**config.mk**
```make
export PLATFORM = sky130hd
export DESIGN_NAME = im_stream_loader
export DESIGN_NICKNAME = d
export VERILOG_FILES = /design/src/rtl/im_stream_loader.sv
export SDC_FILE = /design/constraint.sdc
export NUM_CORES = 1
export LEC_CHECK = 0
export BUFFER_PORTS_ARGS = -buffer_cell sky130_fd_sc_hd__buf_2
export CAP_MARGIN = 20
export CORE_ASPECT_RATIO = 0.75
export CORE_MARGIN = 4
export CORE_UTILIZATION = 45
export CTS_BUF_LIST = sky130_fd_sc_hd__clkbuf_8
export CTS_CLUSTER_SIZE = 40
export DETAILED_ROUTE_END_ITERATION = 16
export GPL_TIMING_DRIVEN = 0
export PLACE_DENSITY = 0.64
export SYNTH_ARGS = -nofsm -noshare
export SYNTH_HDL_FRONTEND = slang
export SYNTH_SLANG_ARGS = --single-unit
export TNS_END_PERCENT = 1
```
**constraint.sdc**
```tcl
create_clock -name clk -period 3.75 [get_ports clk]
set_input_delay 0.375 -clock clk [delete_from_list [all_inputs] [get_ports clk]]
set_output_delay 0.375 -clock clk [all_outputs]
set_load 0.05 [all_outputs]
```
**src/rtl/im_stream_loader.sv**
```systemverilog
`default_nettype none
// ============================================================================
//  Module      : im_stream_loader
//  Description : Receives a framed byte stream (16-bit word count, 4*N
//                instruction bytes MSB first, XOR checksum byte), packs the
//                bytes into 32-bit words, writes them into the instruction
//                memory and holds the CPU until a good image has loaded.
//  Revision    : 1.0  initial release
// ============================================================================
module im_stream_loader #(
    parameter int ADDR_W    = 10,
    parameter int MAX_WORDS = 1024
) (
    input  logic              clk,
    input  logic              reset,
    input  logic              start,
    input  logic [7:0]        byte_in,
    input  logic              byte_valid,
    output logic              byte_ready,
    output logic              im_we,
    output logic [ADDR_W-1:0] im_waddr,
    output logic [31:0]       im_wdata,
    output logic              cpu_hold,
    output logic              busy,
    output logic              done,
    output logic              error
);

    // Word count and word index share one 11-bit width so the last-word
    // compare is a plain equality against N-1.
    localparam int          c_N_W = 11;
    localparam logic [15:0] c_MAX = 16'(MAX_WORDS);

    typedef enum logic [2:0] {
        S_IDLE   = 3'd0,
        S_HDR_HI = 3'd1,
        S_HDR_LO = 3'd2,
        S_DATA   = 3'd3,
        S_CHECK  = 3'd4,
        S_DONE   = 3'd5,
        S_ERR    = 3'd6
    } state_t;

    state_t           r_state;
    state_t           w_next;
    logic [7:0]       r_hdr_hi;
    logic [c_N_W-1:0] r_n;
    logic [c_N_W-1:0] r_idx;
    logic [1:0]       r_lane;
    logic [23:0]      r_shift;
    logic [7:0]       r_xor;
    logic             r_we;
    logic [ADDR_W-1:0] r_waddr;
    logic [31:0]      r_wdata;

    logic             w_ready;
    logic             w_accept;
    logic             w_restart;
    logic [15:0]      w_hdr;
    logic             w_hdr_bad;
    logic             w_last_word;

    assign w_ready     = (r_state == S_HDR_HI) || (r_state == S_HDR_LO) ||
                         (r_state == S_DATA)   || (r_state == S_CHECK);
    assign w_accept    = byte_valid & w_ready;
    // start is only honoured outside a frame.
    assign w_restart   = start && ((r_state == S_IDLE) || (r_state == S_DONE) ||
                                   (r_state == S_ERR));
    assign w_hdr       = {r_hdr_hi, byte_in};
    assign w_hdr_bad   = (w_hdr == 16'd0) || (w_hdr > c_MAX);
    assign w_last_word = (r_idx == (r_n - 11'd1));

    // State register.
    always_ff @(posedge clk) begin
        if (!reset) begin
            r_state <= S_IDLE;
        end else begin
            r_state <= w_next;
        end
    end

    // Next-state decode; every transition other than a restart needs an accepted byte.
    always_comb begin
        w_next = r_state;
        case (r_state)
            S_IDLE, S_DONE, S_ERR: begin
                if (start) w_next = S_HDR_HI;
            end
            S_HDR_HI: begin
                if (w_accept) w_next = S_HDR_LO;
            end
            S_HDR_LO: begin
                if (w_accept) w_next = w_hdr_bad ? S_ERR : S_DATA;
            end
            S_DATA: begin
                if (w_accept && (r_lane == 2'd3) && w_last_word) w_next = S_CHECK;
            end
            S_CHECK: begin
                if (w_accept) w_next = (byte_in == r_xor) ? S_DONE : S_ERR;
            end
            default: w_next = S_IDLE;
        endcase
    end

    // Header capture, byte packing, checksum accumulation and the registered write port.
    always_ff @(posedge clk) begin
        if (!reset) begin
            r_hdr_hi <= 8'd0;
            r_n      <= '0;
            r_idx    <= '0;
            r_lane   <= 2'd0;
            r_shift  <= 24'd0;
            r_xor    <= 8'd0;
            r_we     <= 1'b0;
            r_waddr  <= '0;
            r_wdata  <= 32'd0;
        end else begin
            r_we <= 1'b0;
            if (w_restart) begin
                r_idx  <= '0;
                r_lane <= 2'd0;
                r_xor  <= 8'd0;
            end
            if (w_accept) begin
                case (r_state)
                    S_HDR_HI: r_hdr_hi <= byte_in;
                    S_HDR_LO: r_n      <= w_hdr[c_N_W-1:0];
                    S_DATA: begin
                        r_xor <= r_xor ^ byte_in;
                        if (r_lane == 2'd3) begin
                            r_we    <= 1'b1;
                            r_waddr <= r_idx[ADDR_W-1:0];
                            r_wdata <= {r_shift, byte_in};
                            r_lane  <= 2'd0;
                            r_idx   <= r_idx + 11'd1;
                        end else begin
                            r_shift <= {r_shift[15:0], byte_in};
                            r_lane  <= r_lane + 2'd1;
                        end
                    end
                    default: ;
                endcase
            end
        end
    end

    assign byte_ready = w_ready;
    assign busy       = w_ready;
    assign cpu_hold   = (r_state != S_DONE);
    assign done       = (r_state == S_DONE);
    assign error      = (r_state == S_ERR);
    assign im_we      = r_we;
    assign im_waddr   = r_waddr;
    assign im_wdata   = r_wdata;

endmodule
`default_nettype wire

```
==> reports/results.txt, run 1 <==
Peak VDD IR: 251.1 µV
Hold violation count in the final report: 0
Std-Cell Rows: 33
Static Leak: 2.172 nW
Setup TNS: 0 ns
Post-Syn Area: 0.005000 mm²
Count of state elements after synthesis: 110
Crit-path max FO: 7
Largest net degree at the start of global routing: 19
Die area: 0.01288 mm²
DP Wirelength: 9.203 mm
Worst-path clk slew: 0.10 ns
DRC errors left: 0
Nets: 690
Pre-Repair DR Iteration Count: 5
Setup repair after global routing missed its margin: no
Routed vias/inst: 5.229
Initial drt markers: 279
Startpoint Class: flop
CP Class: reg -> reg
Clk_lat worst skew: 0.38 ns
Crit path time final: 2.363 ns
IO buf count: 50
Fraction of registers with async set/reset: 0
Vias post-DR: 4293
Synth warnings: 0
Worst path arrival time: 2.68 ns
Clk sinks: 110
Num CTS Buffers: 9
Post-Route WL: 12.36 mm
GRT Overall Usage: 0.2004
GP Congestion: 0.8611
Core region area: 0.01090 mm²
Post-CTS resize count: 0
Period utilisation layout: 0.6300
CP Data Required Time: 4.07 ns
Clock Path Buffers: 2
Post-DR wirelength/cell: 15.05 µm
Hold_buf cts: 0
Post-synthesis net count: 629
Gate Count Post-Synth: 614
Rel. slew slack: 0.5311
Layout cell share with drive strength beyond 1: 0.1294
Remaining Overflow, GRT: 0
CP endpoint kind: flop
HP Class: in -> reg
Vias in the first global route: 4149
Die height: 99.29 µm
Register area share after synthesis: 0.4404
Skew final: 0.009748 ns
Netlist cell types: 47
Initial antenna violation count: 0
Area Overhead vs Synth: 12.69%
# Post-CTS Setup Buffers: 0
Max Clk Rate: 0.4233 GHz
Pwr per Cell Area: 488.3 mW/mm²
Htree depth: 3
Setup violators final: 0
Fin. max-slew vios: 0
Hold_ws: 0.4251 ns
Clock Tree Root: clkbuf_8
Max Cap Viol: 0
First-pass GRT wire length: 20.61 mm
Reg2Reg Setup Slack: 1.39 ns
DIE WIDTH: 129.7 µm
Number of synthesized flops with an enable pin: 0
Initial Utilization: 0.4587
IO Count: 60
Tightest Pin Transition: 0.7034 ns
Post-DRT Antenna Nets: 0
Avg Cell Area, Syn: 8.143 µm²
Leading register cell type out of synthesis: dfxtp_1
Status: completed
CTS tree: done
## metal layers
metal  track usage  wire length, µm
met1        0.2884             6218
met2        0.3006             5099
met3       0.04563              829
met4       0.05911              209
met5             0                0
## cell type report
cell class	instances	area, µm²
sequential	110	2202
clock inverter	6	68.82
fill	1107	5266
tap	140	175.2
clock buffer	10	137.6
antenna	1	2.502
multi-input combinational	451	2572
inverter	6	22.52
timing repair buffer	50	250.2
buffer	47	202.7
## power breakdown
group          total (mW)  switching (mW)  internal (mW)
Sequential           1.25          0.0376           1.21
Combinational       0.758           0.487          0.271
Clock               0.744           0.412          0.332
## through the flow
step           utilization  setup WS [ns]  instance area [µm²]  total power, mW  cells
4_1_cts             0.5166          1.393                 5632            2.763    820
3_5_place_dp        0.4977          1.413                 5425            2.021    804
3_3_place_gp        0.4977          1.445                 5425            2.001    804
6_report            0.5169          1.387                 5634            2.751    821
5_1_grt             0.5166          1.239                 5632            2.881    820
2_1_floorplan            -          1.523                 5000            1.852    614
## synthesized netlist by cell type, types with 7 or more instances
cell	n	area, µm²
a21oi_1	9	45.04
buf_2	9	45.04
xor2_1	19	166.4
nand2_1	184	690.7
a21boi_0	39	292.8
nor2_1	23	86.33
and2_1	11	68.82
a21boi_1	39	292.8
nor3_1	7	35.03
nor2b_1	13	81.33
clkbuf_1	32	120.1
xnor2_1	9	78.83
o21ai_0	26	130.1
nand3_1	10	50.05
dfxtp_1	110	2202
mux2i_1	10	100.1
## flip-flops by register name, indices dropped and copies added, names as in the netlist
name	flops
im_wdata	32
r_shift	24
r_idx	11
r_n	11
im_waddr	10
r_hdr_hi	8
r_xor	8
r_state	3
r_lane	2
im_we	1
## path summary, 6_finish.rpt
check | start | endpoint | cells past startpoint
hold / removal | byte_in[1] | im_wdata[1]$_SDFFE_PN0P_ | 3
hold reg to reg | im_wdata[24]$_SDFFE_PN0P_ | im_wdata[24]$_SDFFE_PN0P_ | 2
setup reg to reg | r_n[0]$_SDFFE_PN0P_ | r_state[2]$_SDFFE_PN0P_ | 8
setup / recovery | r_n[0]$_SDFFE_PN0P_ | r_state[2]$_SDFFE_PN0P_ | 8
## kinds of logic (layout without fill, tap and decap cells)
family / count (synthesis) / in the layout / share of synthesized area
AND/OR/NAND/NOR: 276 / 276 / 0.2485
AO/OA/AOI/OAI: 131 / 131 / 0.1807
flip-flops: 110 / 110 / 0.4404
buffers and inverters: 53 / 119 / 0.04504
XOR/XNOR: 30 / 30 / 0.05556
multiplexers: 11 / 11 / 0.02227
adder cells (fa/ha/maj): 3 / 3 / 0.007508
other: 0 / 1 / 0
## worst max-delay path, cell delays in order, from the launching register on
cell,delay [ns]
dfxtp_1,0.36
inv_1,0.07
ha_1,0.27
or4b_4,0.55
xnor2_2,0.15
o32a_2,0.37
o21ai_1,0.10
a32o_2,0.25
o221a_1,0.19
## cells in the final DEF, fill, tap and decap left out, drive strengths merged, types with 2 or more instances in the layout
cell type and instances:
clkbuf 42, mux2i 10, o21ai 27, nand3 10
nor4 7, or4b 2, ha 3, xnor2 11
nand2b 2, buf 65, dfxtp 110, clkinv 2
and3 6, nor3 8, a21oi 9, a21boi 78
a21o 3, and4b 2, nor2b 14, a31oi 3
nand3b 3, nor3b 2, nand2 184, inv 9
nor2 23, xor2 19, o21a 4, and2 11
Note: power is estimated with default switching activity, not from simulation.
==> run 2, diff against run 1 <==
--- a/config.mk
+++ b/config.mk
@@ -14,7 +14,7 @@
 export CTS_CLUSTER_SIZE = 40
 export DETAILED_ROUTE_END_ITERATION = 16
 export GPL_TIMING_DRIVEN = 0
-export PLACE_DENSITY = 0.64
+export PLACE_DENSITY = 0.67
 export SYNTH_ARGS = -nofsm -noshare
 export SYNTH_HDL_FRONTEND = slang
 export SYNTH_SLANG_ARGS = --single-unit
==> constraint.sdc (replaced) <==
create_clock -name clk -period 2.1 [get_ports clk]
set_input_delay 0.21 -clock clk [delete_from_list [all_inputs] [get_ports clk]]
set_output_delay 0.21 -clock clk [all_outputs]
set_load 0.05 [all_outputs]
==> run 2 against run 1 <==
Effect of this change: final cell count increased by 0.12%; first-iteration DRC count increased by 30%; clock power increased by 83%; maximum frequency increased by 9.2%; sequential cell count unchanged; the run now ends with negative setup slack left; utilization increased by 0.93 points.
==> reports/results.txt, run 2 (synthesized netlist as in run 1, its figures left out) <==
CP Class: reg -> reg (unchanged)
Nets: 692 (was 690)
Tightest Pin Transition: 0.5849 ns (was 0.7034 ns)
Post-Route WL: 12.11 mm (was 12.36 mm)
Largest net degree at the start of global routing: 18 (was 19)
Status: complete, but fails checks (was completed)
Layout cell share with drive strength beyond 1: 0.1642 (was 0.1294)
Initial antenna violation count: 0 (unchanged)
Period utilisation layout: 1.030 (was 0.6300)
Finished Layout Cells: 822 (was 821)
DRC errors left: 0 (unchanged)
Hold path depth: 3 (unchanged)
CP endpoint kind: flop (unchanged)
Pre-Repair DR Iteration Count: 5 (unchanged)
Max reg flops: 32 (unchanged)
IO Count: 60 (unchanged)
Std-Cell Rows: 33 (unchanged)
Initial drt markers: 364 (was 279)
Clk_lat worst skew: 0.37 ns (was 0.38 ns)
Clock Tree Root: clkbuf_8 (unchanged)
Worst path arrival time: 2.48 ns (was 2.68 ns)
CTS tree: done (unchanged)
Max Cap Viol: 0 (unchanged)
Post-DRT Antenna Nets: 0 (unchanged)
IO buf count: 50 (unchanged)
Area of the multi-input gates: 0.002635 mm² (was 0.002572 mm²)
Die height: 99.29 µm (unchanged)
CP Data Required Time: 2.42 ns (was 4.07 ns)
Post-DR wirelength/cell: 14.74 µm (was 15.05 µm)
# diodes: 0 (was 1)
Vias post-DR: 4303 (was 4293)
Clock Path Buffers: 2 (unchanged)
Fin. max-slew vios: 0 (unchanged)
Vias in the first global route: 4072 (was 4149)
Setup TNS: -0.08006 ns (was 0 ns)
First-pass GRT wire length: 20.33 mm (was 20.61 mm)
Post-Place Cell Area: 0.005443 mm² (was 0.005425 mm²)
Hold_ws: 0.2375 ns (was 0.4251 ns)
Power Total: 4.994 mW (was 2.751 mW)
Max Clk Rate: 0.4622 GHz (was 0.4233 GHz)
Die area: 0.01288 mm² (unchanged)
Final WS setup: -0.06374 ns (was 1.387 ns)
Core region area: 0.01090 mm² (unchanged)
DP Wirelength: 8.979 mm (was 9.203 mm)
Peak VDD IR: 477.3 µV (was 251.1 µV)
Failing checks: negative setup slack
Clk sinks: 110 (unchanged)
Crit-path max FO: 7 (unchanged)
Worst R2R Path Depth: 8 (unchanged)
Setup repair after global routing missed its margin: yes (was no)
Placed cell count: 804 (unchanged)
Reg area: 0.002205 mm² (was 0.002202 mm²)
DIE WIDTH: 129.7 µm (unchanged)
Setup violators final: 3 (was 0)
Pwr per Cell Area: 870.7 mW/mm² (was 488.3 mW/mm²)
Skew final: 0.009096 ns (was 0.009748 ns)
Initial Utilization: 0.4587 (unchanged)
Crit path time final: 2.164 ns (was 2.363 ns)
Static Leak: 2.203 nW (was 2.172 nW)
GP Congestion: 0.8752 (was 0.8611)
Rel. slew slack: 0.6101 (was 0.5311)
Htree depth: 3 (unchanged)
Commonest non-fill, non-tap cell in the layout: nand2_1 (unchanged)
Startpoint Class: flop (unchanged)
Routed vias/inst: 5.235 (was 5.229)
HP Class: in -> reg (unchanged)
Final Cell Area: 0.005736 mm² (was 0.005634 mm²)
Remaining Overflow, GRT: 0 (unchanged)
Hold violation count in the final report: 0 (unchanged)
Num CTS Buffers: 9 (unchanged)
Area Overhead vs Synth: 14.71% (was 12.69%)
Worst-path clk slew: 0.10 ns (about the same)
GRT Overall Usage: 0.1945 (was 0.2004)
Fill count: 1054 (was 1107)
Hold_buf cts: 0 (unchanged)
Most frequent cells in the layout: nand2_1, dfxtp_1, buf_2 (unchanged)
Reg2Reg Setup Slack: -0.06 ns (was 1.39 ns)
run 2: final timing paths:
path | start | end
max | r_n[1]$_SDFFE_PN0P_ | r_state[2]$_SDFFE_PN0P_
min | byte_in[1] | im_wdata[1]$_SDFFE_PN0P_
max reg2reg | r_n[1]$_SDFFE_PN0P_ | r_state[2]$_SDFFE_PN0P_
min reg2reg | im_wdata[25]$_SDFFE_PN0P_ | im_wdata[25]$_SDFFE_PN0P_
run 2: layout make-up:
| type | instances | share of cell area |
|---|---|---|
| sequential | 110 | 0.3844 |
| timing repair buffer | 52 | 0.04625 |
| multi-input combinational | 451 | 0.4594 |
| tap | 140 | 0.03054 |
| buffer | 47 | 0.03730 |
| clock buffer | 12 | 0.02880 |
| clock inverter | 4 | 0.009380 |
| inverter | 6 | 0.003927 |
run 2: per-layer routing:
layer | wire length, µm | vias to the layer above | GRT usage | share of wire
li1 | - | 2148 | - | -
met1 | 6183 | 2035 | 0.2910 | 0.51
met2 | 5132 | 106 | 0.2863 | 0.42
met3 | 644 | 14 | 0.04455 | 0.053
met4 | 153 | 0 | 0.04233 | 0.013
met5 | 0 | - | 0 | 0
run 2: metrics by stage:
| step | setup slack, ns | utilization |
|---|---|---|
| 4_1_cts | -0.09514 | 0.5234 |
| 5_1_grt | -0.1328 | 0.5262 |
| 2_1_floorplan | 0.004811 | - |
| 6_report | -0.06374 | 0.5262 |
| 3_3_place_gp | -0.2290 | 0.4993 |
| 3_5_place_dp | -0.1948 | 0.4993 |
run 2: worst max-delay path, cell delays in order (launching register included):
cell and delay [ns]:
dfxtp_2 0.34, inv_2 0.06, ha_4 0.16, or4b_4 0.51, xnor2_2 0.15, o32a_2 0.38, o21ai_2 0.08, a32o_2 0.24
o221a_1 0.19
run 2: power breakdown:
group          switching [mW]  internal [mW]  total [mW]
Combinational           0.871          0.530        1.40
Sequential             0.0685           2.16        2.23
Clock                   0.709          0.652        1.36
run 2: timing repair:
item / 4_1_cts / 5_1_grt
setup buffers: 2 / 0
gates cloned: 0 / 0
endpoints found under the setup margin: 43 / 58
pin swaps: 7 / 1
resized for setup: 11 / 13
==> run 3, diff against run 2 <==
--- a/config.mk
+++ b/config.mk
@@ -9,12 +9,12 @@
 export CAP_MARGIN = 20
 export CORE_ASPECT_RATIO = 0.75
 export CORE_MARGIN = 4
-export CORE_UTILIZATION = 45
+export CORE_UTILIZATION = 40
 export CTS_BUF_LIST = sky130_fd_sc_hd__clkbuf_8
 export CTS_CLUSTER_SIZE = 40
 export DETAILED_ROUTE_END_ITERATION = 16
 export GPL_TIMING_DRIVEN = 0
-export PLACE_DENSITY = 0.67
+export PLACE_DENSITY = 0.61
 export SYNTH_ARGS = -nofsm -noshare
 export SYNTH_HDL_FRONTEND = slang
 export SYNTH_SLANG_ARGS = --single-unit
==> run 3 against run 2 <==
Effect of this change: die area grew 12%; first-iteration DRC count shrank 19%; the run still ends with negative setup slack left; global-route usage shrank 1.6 points; wire length grew 1.5%; power is essentially flat; final cell count grew 3.2%; design area grew 0.35%; setup slack lost 0.067 ns; clock skew grew 0.0012 ns; clock-buffer cell count shrank 3; utilization shrank 5.7 points.
==> reports/results.txt, run 3 (synthesized netlist as in run 1, its figures left out) <==
CP Class: reg -> reg (unchanged)
Fin. max-slew vios: 0 (unchanged)
Max Clk Rate: 0.4483 GHz (was 0.4622 GHz)
Layout cell share with drive strength beyond 1: 0.1628 (was 0.1642)
Clk sinks: 110 (unchanged)
Startpoint Class: flop (unchanged)
IO Count: 60 (unchanged)
Most frequent cells in the layout: nand2_1, dfxtp_1, buf_2 (unchanged)
IO buf count: 50 (unchanged)
Vias post-DR: 4265 (was 4303)
Tightest Pin Transition: 0.5593 ns (was 0.5849 ns)
Post-Place Cell Area: 0.005475 mm² (was 0.005443 mm²)
Sequential fraction of design power: 0.447 (about the same)
Post-Route WL: 12.29 mm (was 12.11 mm)
CP Data Required Time: 2.43 ns (was 2.42 ns)
# diodes: 0 (unchanged)
Clk_lat worst skew: 0.38 ns (was 0.37 ns)
Final WS setup: -0.1306 ns (was -0.06374 ns)
Max Used Layer: met4 (unchanged)
Min-delay src: byte_in[1] (unchanged)
Clock power share: 0.271 (was 0.272)
Initial antenna violation count: 0 (unchanged)
Vias in the first global route: 4023 (was 4072)
DP Wirelength: 9.247 mm (was 8.979 mm)
Largest net degree at the start of global routing: 21 (was 18)
Rel. slew slack: 0.6271 (was 0.6101)
Worst path arrival time: 2.56 ns (was 2.48 ns)
Initial Utilization: 0.4078 (was 0.4587)
Metal-1 WL: 6.188 mm (was 6.183 mm)
Core region area: 0.01226 mm² (was 0.01090 mm²)
Peak VDD IR: 366.9 µV (was 477.3 µV)
Max reg flops: 32 (unchanged)
Pwr per Cell Area: 867.3 mW/mm² (was 870.7 mW/mm²)
Finished Layout Cells: 848 (was 822)
FF-to-FF Start: r_n[0]$_SDFFE_PN0P_ (was r_n[1]$_SDFFE_PN0P_)
Crit path time final: 2.231 ns (was 2.164 ns)
CTS tree: done (unchanged)
Max Cap Viol: 0 (unchanged)
Setup repair after global routing missed its margin: yes (unchanged)
Failing checks: negative setup slack (unchanged)
Hold violation count in the final report: 0 (unchanged)
Area Overhead vs Synth: 15.12% (was 14.71%)
Post-DRT Antenna Nets: 0 (unchanged)
Clock Tree Root: clkbuf_8 (unchanged)
Initial drt markers: 295 (was 364)
Setup violators final: 3 (unchanged)
Final Cell Area: 0.005756 mm² (was 0.005736 mm²)
Switch Pwr: 1.719 mW (was 1.649 mW)
Std-Cell Rows: 35 (was 33)
CP startpoint: r_n[0]$_SDFFE_PN0P_ (was r_n[1]$_SDFFE_PN0P_)
Die height: 104.8 µm (was 99.29 µm)
Commonest non-fill, non-tap cell in the layout: nand2_1 (unchanged)
Hold_buf cts: 0 (unchanged)
GP Congestion: 0.8885 (was 0.8752)
Post-DR wirelength/cell: 14.49 µm (was 14.74 µm)
Internal power: 3.273 mW (was 3.345 mW)
Placed cell count: 830 (was 804)
Die area: 0.01437 mm² (was 0.01288 mm²)
Remaining Overflow, GRT: 0 (unchanged)
Status: complete, but fails checks (unchanged)
CP endpoint kind: flop (unchanged)
Combinational fraction of design power: 0.282 (was 0.281)
Switching Share: 0.3444 (was 0.3302)
Nets: 692 (unchanged)
Num CTS Buffers: 9 (unchanged)
Htree depth: 3 (unchanged)
Crit-path max FO: 3 (was 7)
Pre-Repair DR Iteration Count: 5 (unchanged)
Met2 routed WL: 5.172 mm (was 5.132 mm)
Static Leak: 2.205 nW (was 2.203 nW)
Period utilisation layout: 1.062 (was 1.030)
DIE WIDTH: 137.1 µm (was 129.7 µm)
GRT Overall Usage: 0.1790 (was 0.1945)
Clock Path Buffers: 2 (unchanged)
DRC errors left: 0 (unchanged)
First-pass GRT wire length: 20.40 mm (was 20.33 mm)
Routed vias/inst: 5.029 (was 5.235)
Met3 wire len: 799 µm (was 644 µm)
Skew final: 0.01030 ns (was 0.009096 ns)
HP Class: in -> reg (unchanged)
Worst-path clk slew: 0.11 ns (was 0.10 ns)
-- run 3: cell types whose count changed in the layout (fill, tap and decap cells not counted), sizes merged --
cell	change
clkinvlp	-2
clkbuf	-1
inv	+5
buf	-2
-- run 3: routing by layer --
metal,vias up,global-route usage
li1,2155,-
met1,1990,0.2668
met4,0,0.04487
met5,-,0
met2,108,0.2561
met3,12,0.04572
-- run 3: stage by stage --
step / setup WS [ns] / power (mW) / util / setup TNS, ns / hold slack, ns
after floorplan: 0.004811 / 3.347 / - / 0 / 0.4310
after detailed placement: -0.2383 / 3.649 / 0.4465 / -2.699 / 0.4443
after global routing: -0.1935 / 5.250 / 0.4694 / -5.167 / 0.2445
after CTS: -0.1539 / 5.009 / 0.4668 / -0.4207 / 0.2229
after global placement: -0.2518 / 3.622 / 0.4465 / -2.407 / 0.4407
final: -0.1306 / 4.992 / 0.4694 / -0.2790 / 0.2295
-- run 3: worst paths after layout --
check,end,slack (ns),cells past startpoint
worst max register to register,r_state[2]$_SDFFE_PN0P_,-0.13,8
worst max-delay path,r_state[2]$_SDFFE_PN0P_,-0.13,8
worst min register to register,im_wdata[14]$_SDFFE_PN0P_,0.46,2
worst min-delay path,im_wdata[1]$_SDFFE_PN0P_,0.23,3
-- run 3: layout make-up --
| type | instances | area (µm²) |
|---|---|---|
| Buffer | 47 | 212.7 |
| Clock buffer | 9 | 123.9 |
| Clock inverter | 7 | 85.08 |
| Fill cell | 1248 | 6506 |
| Inverter | 6 | 22.52 |
| Multi-Input combinational cell | 451 | 2631 |
| Sequential cell | 110 | 2207 |
| Tap cell | 166 | 207.7 |
| Timing Repair Buffer | 52 | 265.3 |
-- run 3: critical path, cell delays in order (launching register included) --
cell	delay, ns
dfxtp_4	0.36
inv_2	0.04
ha_4	0.26
xor2_2	0.16
nand3_1	0.10
or4b_1	0.53
nor4_1	0.28
a32o_2	0.26
o221a_1	0.19
-- run 3: power by group through the flow --
| stage | Clock (mW) | Sequential (mW) | Combinational (mW) |
|---|---|---|---|
| 3_5_place_dp | 0 | 2.28 | 1.37 |
| 2_1_floorplan | 0 | 2.27 | 1.08 |
| 6_report | 1.35 | 2.23 | 1.41 |
| 5_1_grt | 1.48 | 2.25 | 1.53 |
| 3_3_place_gp | 0 | 2.28 | 1.34 |
| 4_1_cts | 1.39 | 2.23 | 1.39 |
-- run 3: timing repair --
item                       4_1_cts  5_1_grt
pin swaps                        6        5
gates resized for setup         10       13
setup buffers                    2        0
setup endpoints to repair       45       79
